### src/rtl/range_input_framer.sv
// Assembles little-endian byte pairs from an 8-bit pin bus into 16-bit words
// and frames them with one-cycle go/finish strobes for the downstream consumer.
module range_input_framer #(
   parameter int WIDTH = 16,
   parameter int CNT_W = 8
) (
   input  logic             clock,
   input  logic             reset,
   input  logic [7:0]       byte_in,
   input  logic             byte_valid,
   input  logic             start,
   input  logic             stop,
   output logic [WIDTH-1:0] data_out,
   output logic             go,
   output logic             finish,
   output logic [CNT_W-1:0] word_count,
   output logic             busy,
   output logic             frame_error
);

   localparam logic [1:0] ST_IDLE = 2'd0;
   localparam logic [1:0] ST_LO   = 2'd1;
   localparam logic [1:0] ST_HI   = 2'd2;
   localparam logic [1:0] ST_END  = 2'd3;

   localparam logic [CNT_W-1:0] CNT_ZERO = {CNT_W{1'b0}};
   localparam logic [CNT_W-1:0] CNT_MAX  = {CNT_W{1'b1}};
   localparam logic [CNT_W-1:0] CNT_ONE  = {{(CNT_W-1){1'b0}}, 1'b1};

   logic [1:0]       state_r;
   logic [1:0]       next_state_s;
   logic [7:0]       low_byte_r;
   logic [WIDTH-1:0] data_out_r;
   logic             go_r;
   logic             finish_r;
   logic [CNT_W-1:0] word_count_r;
   logic             busy_r;
   logic             frame_error_r;

   logic             word_done_s;
   logic             capture_lo_s;
   logic             set_error_s;
   logic             clear_frame_s;

   // Next-state and datapath-enable decode
   always_comb begin
      next_state_s  = state_r;
      word_done_s   = 1'b0;
      capture_lo_s  = 1'b0;
      set_error_s   = 1'b0;
      clear_frame_s = 1'b0;
      case (state_r)
         ST_IDLE: begin
            if (start) begin
               next_state_s  = ST_LO;
               clear_frame_s = 1'b1;
            end else begin
               next_state_s = ST_IDLE;
            end
         end
         ST_LO: begin
            // An empty frame must not finish: there was never a go to pair it with
            if (stop) begin
               if (word_count_r != CNT_ZERO) begin
                  next_state_s = ST_END;
               end else begin
                  next_state_s = ST_IDLE;
                  set_error_s  = 1'b1;
               end
            end else if (byte_valid) begin
               capture_lo_s = 1'b1;
               next_state_s = ST_HI;
            end else begin
               next_state_s = ST_LO;
            end
         end
         ST_HI: begin
            if (byte_valid) begin
               word_done_s  = 1'b1;
               next_state_s = stop ? ST_END : ST_LO;
            end else if (stop) begin
               set_error_s  = 1'b1;
               next_state_s = ST_END;
            end else begin
               next_state_s = ST_HI;
            end
         end
         ST_END: begin
            next_state_s = ST_IDLE;
         end
         default: begin
            next_state_s = ST_IDLE;
         end
      endcase
   end

   // State, word assembly and registered strobes; finish trails END by one
   // cycle so it can never coincide with a go issued on entry to END
   always_ff @(posedge clock or posedge reset) begin
      if (reset) begin
         state_r       <= ST_IDLE;
         low_byte_r    <= 8'd0;
         data_out_r    <= {WIDTH{1'b0}};
         go_r          <= 1'b0;
         finish_r      <= 1'b0;
         word_count_r  <= CNT_ZERO;
         busy_r        <= 1'b0;
         frame_error_r <= 1'b0;
      end else begin
         state_r  <= next_state_s;
         busy_r   <= (next_state_s != ST_IDLE);
         go_r     <= word_done_s && (word_count_r == CNT_ZERO);
         finish_r <= (state_r == ST_END);
         if (capture_lo_s) begin
            low_byte_r <= byte_in;
         end else begin
            low_byte_r <= low_byte_r;
         end
         if (word_done_s) begin
            data_out_r <= {byte_in, low_byte_r};
         end else begin
            data_out_r <= data_out_r;
         end
         if (clear_frame_s) begin
            word_count_r <= CNT_ZERO;
         end else if (word_done_s && (word_count_r != CNT_MAX)) begin
            word_count_r <= word_count_r + CNT_ONE;
         end else begin
            word_count_r <= word_count_r;
         end
         if (clear_frame_s) begin
            frame_error_r <= 1'b0;
         end else if (set_error_s) begin
            frame_error_r <= 1'b1;
         end else begin
            frame_error_r <= frame_error_r;
         end
      end
   end

   assign data_out    = data_out_r;
   assign go          = go_r;
   assign finish      = finish_r;
   assign word_count  = word_count_r;
   assign busy        = busy_r;
   assign frame_error = frame_error_r;

endmodule

### config.mk
export PLATFORM = sky130hd
export DESIGN_NAME = range_input_framer
export DESIGN_NICKNAME = d
export VERILOG_FILES = /design/src/rtl/range_input_framer.sv
export SDC_FILE = /design/constraint.sdc
export NUM_CORES = 1
export LEC_CHECK = 0
export ABC_CLOCK_PERIOD_IN_PS = 2000
export CORE_ASPECT_RATIO = 1.25
export CORE_UTILIZATION = 49
export CTS_CLUSTER_DIAMETER = 60
export DETAILED_ROUTE_END_ITERATION = 8
export GPL_TIMING_DRIVEN = 0
export MAX_ROUTING_LAYER = met4
export PLACE_DENSITY_LB_ADDON = 0.15
export SLEW_MARGIN = 20
export SYNTH_ARGS = -nofsm -noshare
export SYNTH_HDL_FRONTEND = slang
export SYNTH_SLANG_ARGS = --single-unit
### constraint.sdc
create_clock -name clock -period 2 [get_ports clock]
set_input_delay 0.6 -clock clock [delete_from_list [all_inputs] [get_ports clock]]
set_output_delay 0.6 -clock clock [all_outputs]
set_load 0.02 [all_outputs]
# Word level (Yosys, flattened, before mapping)
# Cells that the tools add are included.
[word_totals] in_bits=13 reg_bits=38 output_inout_bits=28
[op_classes] mux=23 addsub=1 eq_ne=4 n_reduce_logical=8
[op_table] op="8-bit two-way mux" n=2
[op_table] op="1-bit two-way mux" n=14
[op_table] op="2-bit two-way mux" n=5
[op_table] op="8-bit by 1-bit adder with 8-bit output, second input constant" n=1
[op_table] op="8-bit logical NOT" n=1
[op_table] op="8-bit != test, second input constant" n=1
[op_table] op="2-bit case mux with 4 select lines" n=1
[op_table] op="8-bit nonzero test" n=1
[op_table] op="2-bit nonzero test" n=3
[op_table] op="2-bit equality test, second input constant" n=2
[op_table] op="2-bit by 1-bit equality test with 1-bit output, second input constant" n=1
[op_table] op="1-bit logical AND" n=2
[op_table] op="2-bit logical NOT" n=1
[op_table] op="1-bit case mux with 2 select lines" n=1

# Longest topological paths before layout
[logic_depth] word_depth=6 depth_mapped=6 ltp_nobuf=5

# Worst setup path after synthesis
# OpenSTA, ideal clock, no wires.
[synth_path] path_kind="input to register" from="in byte_valid" to="reg data_out_r[0] (netlist: data_out[0])" slack_ns=0.518 setup_time_ns=0.125 path_stages=4 arrival_time_ns=1.358 n_path_buf=2 cell_sequence="buf_4 nand2_4 buf_4 mux2_2"
[synth_between] elab_chain_cells=2
[synth_lines] item="from (decl)" line_no="10" source="input logic byte_valid,"
[synth_lines] item="1-bit two-way mux" line_no="78" source="if (byte_valid) begin"
[synth_lines] item="1-bit two-way mux" line_no="52" source="case (state_r)"
[synth_lines] item="to (signal assigned)" line_no="103" source="data_out_r <= {WIDTH{1'b0}};"
[synth_lines] item="to (signal assigned)" line_no="120" source="data_out_r <= {byte_in, low_byte_r};"
[synth_lines] item="to (signal assigned)" line_no="122" source="data_out_r <= data_out_r;"
[synth_lines] item="to (decl)" line_no="33" source="logic [WIDTH-1:0] data_out_r;"
# Every way passes these cells.
# A chain may end at the register's enable or synchronous reset.

# Worst setup path after layout
[layout_path] from="reg frame_error_r (netlist: frame_error)" to="out frame_error"
[layout_lines] item="from (decl)" line_no="38" source="logic frame_error_r;"
[layout_lines] item="from (signal assigned)" line_no="136" source="frame_error_r <= frame_error_r;"
[layout_lines] item="to (decl)" line_no="18" source="output logic frame_error"
# No word-level cell between the ends.

==> reports/qor.yml <==
clock_network:
  path_clk_slew_ps: 70
  h-tree-depth: 2
  clock_path_buffers: 2
  clock-sinks: 38
  cts_tree: "done"
  clock_latency_ps: 290
  cts_made_buffers: 5
  clock-root-buffer: "clkbuf_8"
timing:
  tns_ps: 0
  maxSlewViolCount: 0
  finalCritPeriodShare_pct: 94.6
  setup_violations: 0
  fmax_mhz: 529
  fin_crit_ps: 1890
  rsz0062_at_grt: "false"
  finalClockSkew_ps: 7.82
  worst_slew_pin_slew_ps: 785
  slew_headroom_pct: 47.6
  final-hold-violation-count: 0
  worst_slack_ps: 108
placed_design:
  pre_cts_slack_ps: 37.8
  gp_congestion: 0.920
  dp.cells: 218
  port_buffers: 39
  placed_area_um2: 2190
  dp_hpwl_um: 2620
worst_setup_path:
  crit_fanout: 3
  endpoint_kind: "output port"
  r2r_setup_slack_ps: 350
  required_ps: 1400
  worst-path-buf-inv: 1
  crit_type: "flop to output port"
  arrival_ps: 1290
  crit_path_cell_trace: "clkdlybuf4s50_1"
  critical-path-top-delay-family: "buffers and inverters"
  cpMaxStageDelayCell: "clkdlybuf4s50_1"
  critPathMaxStageDelay_ps: 620
  startpoint_type: "flop"
detailed_routing:
  vias: 1281
  ant_nets: 0
  firstDrtPassIters: 4
  wl_per_cell_um: 16.5
  drt_drc_violations_left: 0
  drt-initial-drc-count: 28
  vias_per_cell: 5.72
  drt-total-wl_um: 3690
pwr:
  pwr-share-seq_pct: 41.4
  p_per_area_nw_per_um2: 1270
  switchingPower_uw: 967
  p_total_uw: 2890
  vdd_drop_max_mv: 0.912
  p_leak_uw: 0.00108
  p_clk_share_pct: 17.7
  intPower_uw: 1930
  power.share.switching_pct: 33.4
  power_frac_comb_pct: 40.9
finish:
  layout-drive-gt1-share_pct: 24.1
  regArea_um2: 951
  layout.cells.non_filler: 224
  fill_cells: 267
  syn2layout_area_growth_pct: 29.7
  diodes: 0
  stdcell_area_um2: 2280
  layout.nets: 207
  multi_input_comb_area_um2: 741
logic_synthesis:
  synth_cell_type_count: 30
  synth_fp_nets: 161
  synth_common_cells: "dfrtp_1, mux2_2, nand2_1"
  yosysTopAreaCellShare_pct: 54.2
  yosysMostFrequentCell: "dfrtp_1"
  yosys_most_used_dff: "dfrtp_1"
  synth_cells: 142
  synth_top_cell_by_area: "dfrtp_1"
  ys_ff_latch: 38
  async_flop_share_pct: 100
  yosys_warnings: 0
  synth_area_um2: 1750
  ys_top_cells_by_area: "dfrtp_1, mux2_2, ha_1, mux2i_1, nand2_1"
  yosysSeqAreaShare_pct: 54.2
  synth_edf_count: 0
  synth_area_per_cell_um2: 12.4
floorplanning:
  start_util_pct: 53.0
  fp.dieW_um: 55.5
  fp-row-count: 23
  core_um2: 3310
  chipHeight_um: 68.9
  io_pins: 41
  die_area_um2: 3820
grt:
  grt_pass1_wl_um: 5710
  antenna_found_initial: 0
  grt_pass1_vias: 1248
  grt_max_degree: 39
  grt_overflow_total: 0
  track_usage_pct: 21.0
flow_run:
  drv_cap: 0
status:
  status: "finished, final reports clean"
hold_path:
  hp-class: "flop to flop"
[logic make-up after synthesis]
logic type | Yosys count | share of synthesized area (%)
muxes | 30 | 18.8
and+or+nand+nor | 36 | 11.8
buffers and inverters | 13 | 3.57
adders and majority gates | 6 | 4.28
AOI/OAI and AO/OA | 19 | 7.28
DFF | 38 | 54.2
[power by group through the flow]
stage	logic (uW)	registers [uW]	clock network, uW
floorplan	466	1410	0
global placement	1150	1190	0
detailed placement	1200	1210	0
CTS	1200	1200	524
global route	1270	1230	553
finish	1180	1200	511
[layer usage]
metal | track usage (%) | vias to the layer above | wire length [um]
met5 | - | - | 0
met4 | 9.38 | 0 | 57
met3 | 5.97 | 6 | 211
met2 | 39.5 | 45 | 2020
met1 | 20.4 | 637 | 1400
li1 | - | 593 | -
[cell type report]
cell class	count	area share [%]
multi-input cells	91	32.5
plain buffers	5	1.43
clock buffers	6	3.63
flip-flops and latches	38	41.8
inverters	8	1.32
well taps	37	2.03
repair buffers	39	17.3
[metrics by stage]
stage,util (%),hold WS [ps]
after floorplan,-,475
after global placement,66.2,481
after detailed placement,66.2,492
after CTS,68.5,502
after global routing,68.8,514
final,68.8,497
[layout by cell type (no fill, tap or decap), types with 2 or more instances in the layout]
| cell | Yosys | layout |
|---|---|---|
| buf_2 | 2 | 2 |
| dfrtp_1 | 38 | 38 |
| a31oi_1 | 5 | 5 |
| nor2_1 | 3 | 3 |
| clkdlybuf4s50_1 | 0 | 32 |
| nand2_1 | 14 | 14 |
| nor3_1 | 3 | 3 |
| buf_4 | 3 | 3 |
| and3_1 | 2 | 2 |
| a211oi_1 | 5 | 5 |
| nand2b_1 | 2 | 2 |
| dlymetal6s2s_1 | 0 | 3 |
| inv_1 | 8 | 7 |
| mux2i_1 | 6 | 6 |
| dlygate4sd2_1 | 0 | 4 |
| mux2_2 | 24 | 24 |
| ha_1 | 6 | 6 |
| nand4_1 | 2 | 2 |
| a21oi_1 | 3 | 3 |
| clkbuf_8 | 0 | 6 |
| o21ai_0 | 3 | 3 |
[registers in the layout, indices dropped and copies added, names as in the netlist]
register / flops
busy: 1
data_out: 16
finish: 1
frame_error: 1
go: 1
low_byte_r: 8
state_r: 2
word_count: 8
[path summary, 6_finish.rpt]
path,cells after the start,from,endpoint
min in group asynchronous,2,reset,busy$_DFF_PP0_
worst max register to register,6,state_r[0]$_DFF_PP0_,data_out[1]$_DFFE_PP0P_
worst min register to register,1,low_byte_r[0]$_DFFE_PP0P_,data_out[0]$_DFFE_PP0P_
worst min-delay path,1,low_byte_r[0]$_DFFE_PP0P_,data_out[0]$_DFFE_PP0P_
max in group asynchronous,2,reset,data_out[10]$_DFFE_PP0P_
worst max-delay path,1,frame_error$_DFFE_PP0P_,frame_error
[repair_timing]
item	in CTS	in global routing
endpoints found under the setup margin	4	3
buffers inserted	0	0
gates resized for setup	4	3
hold buffers	0	0
No activity file was read; power rests on OpenSTA's default activity.
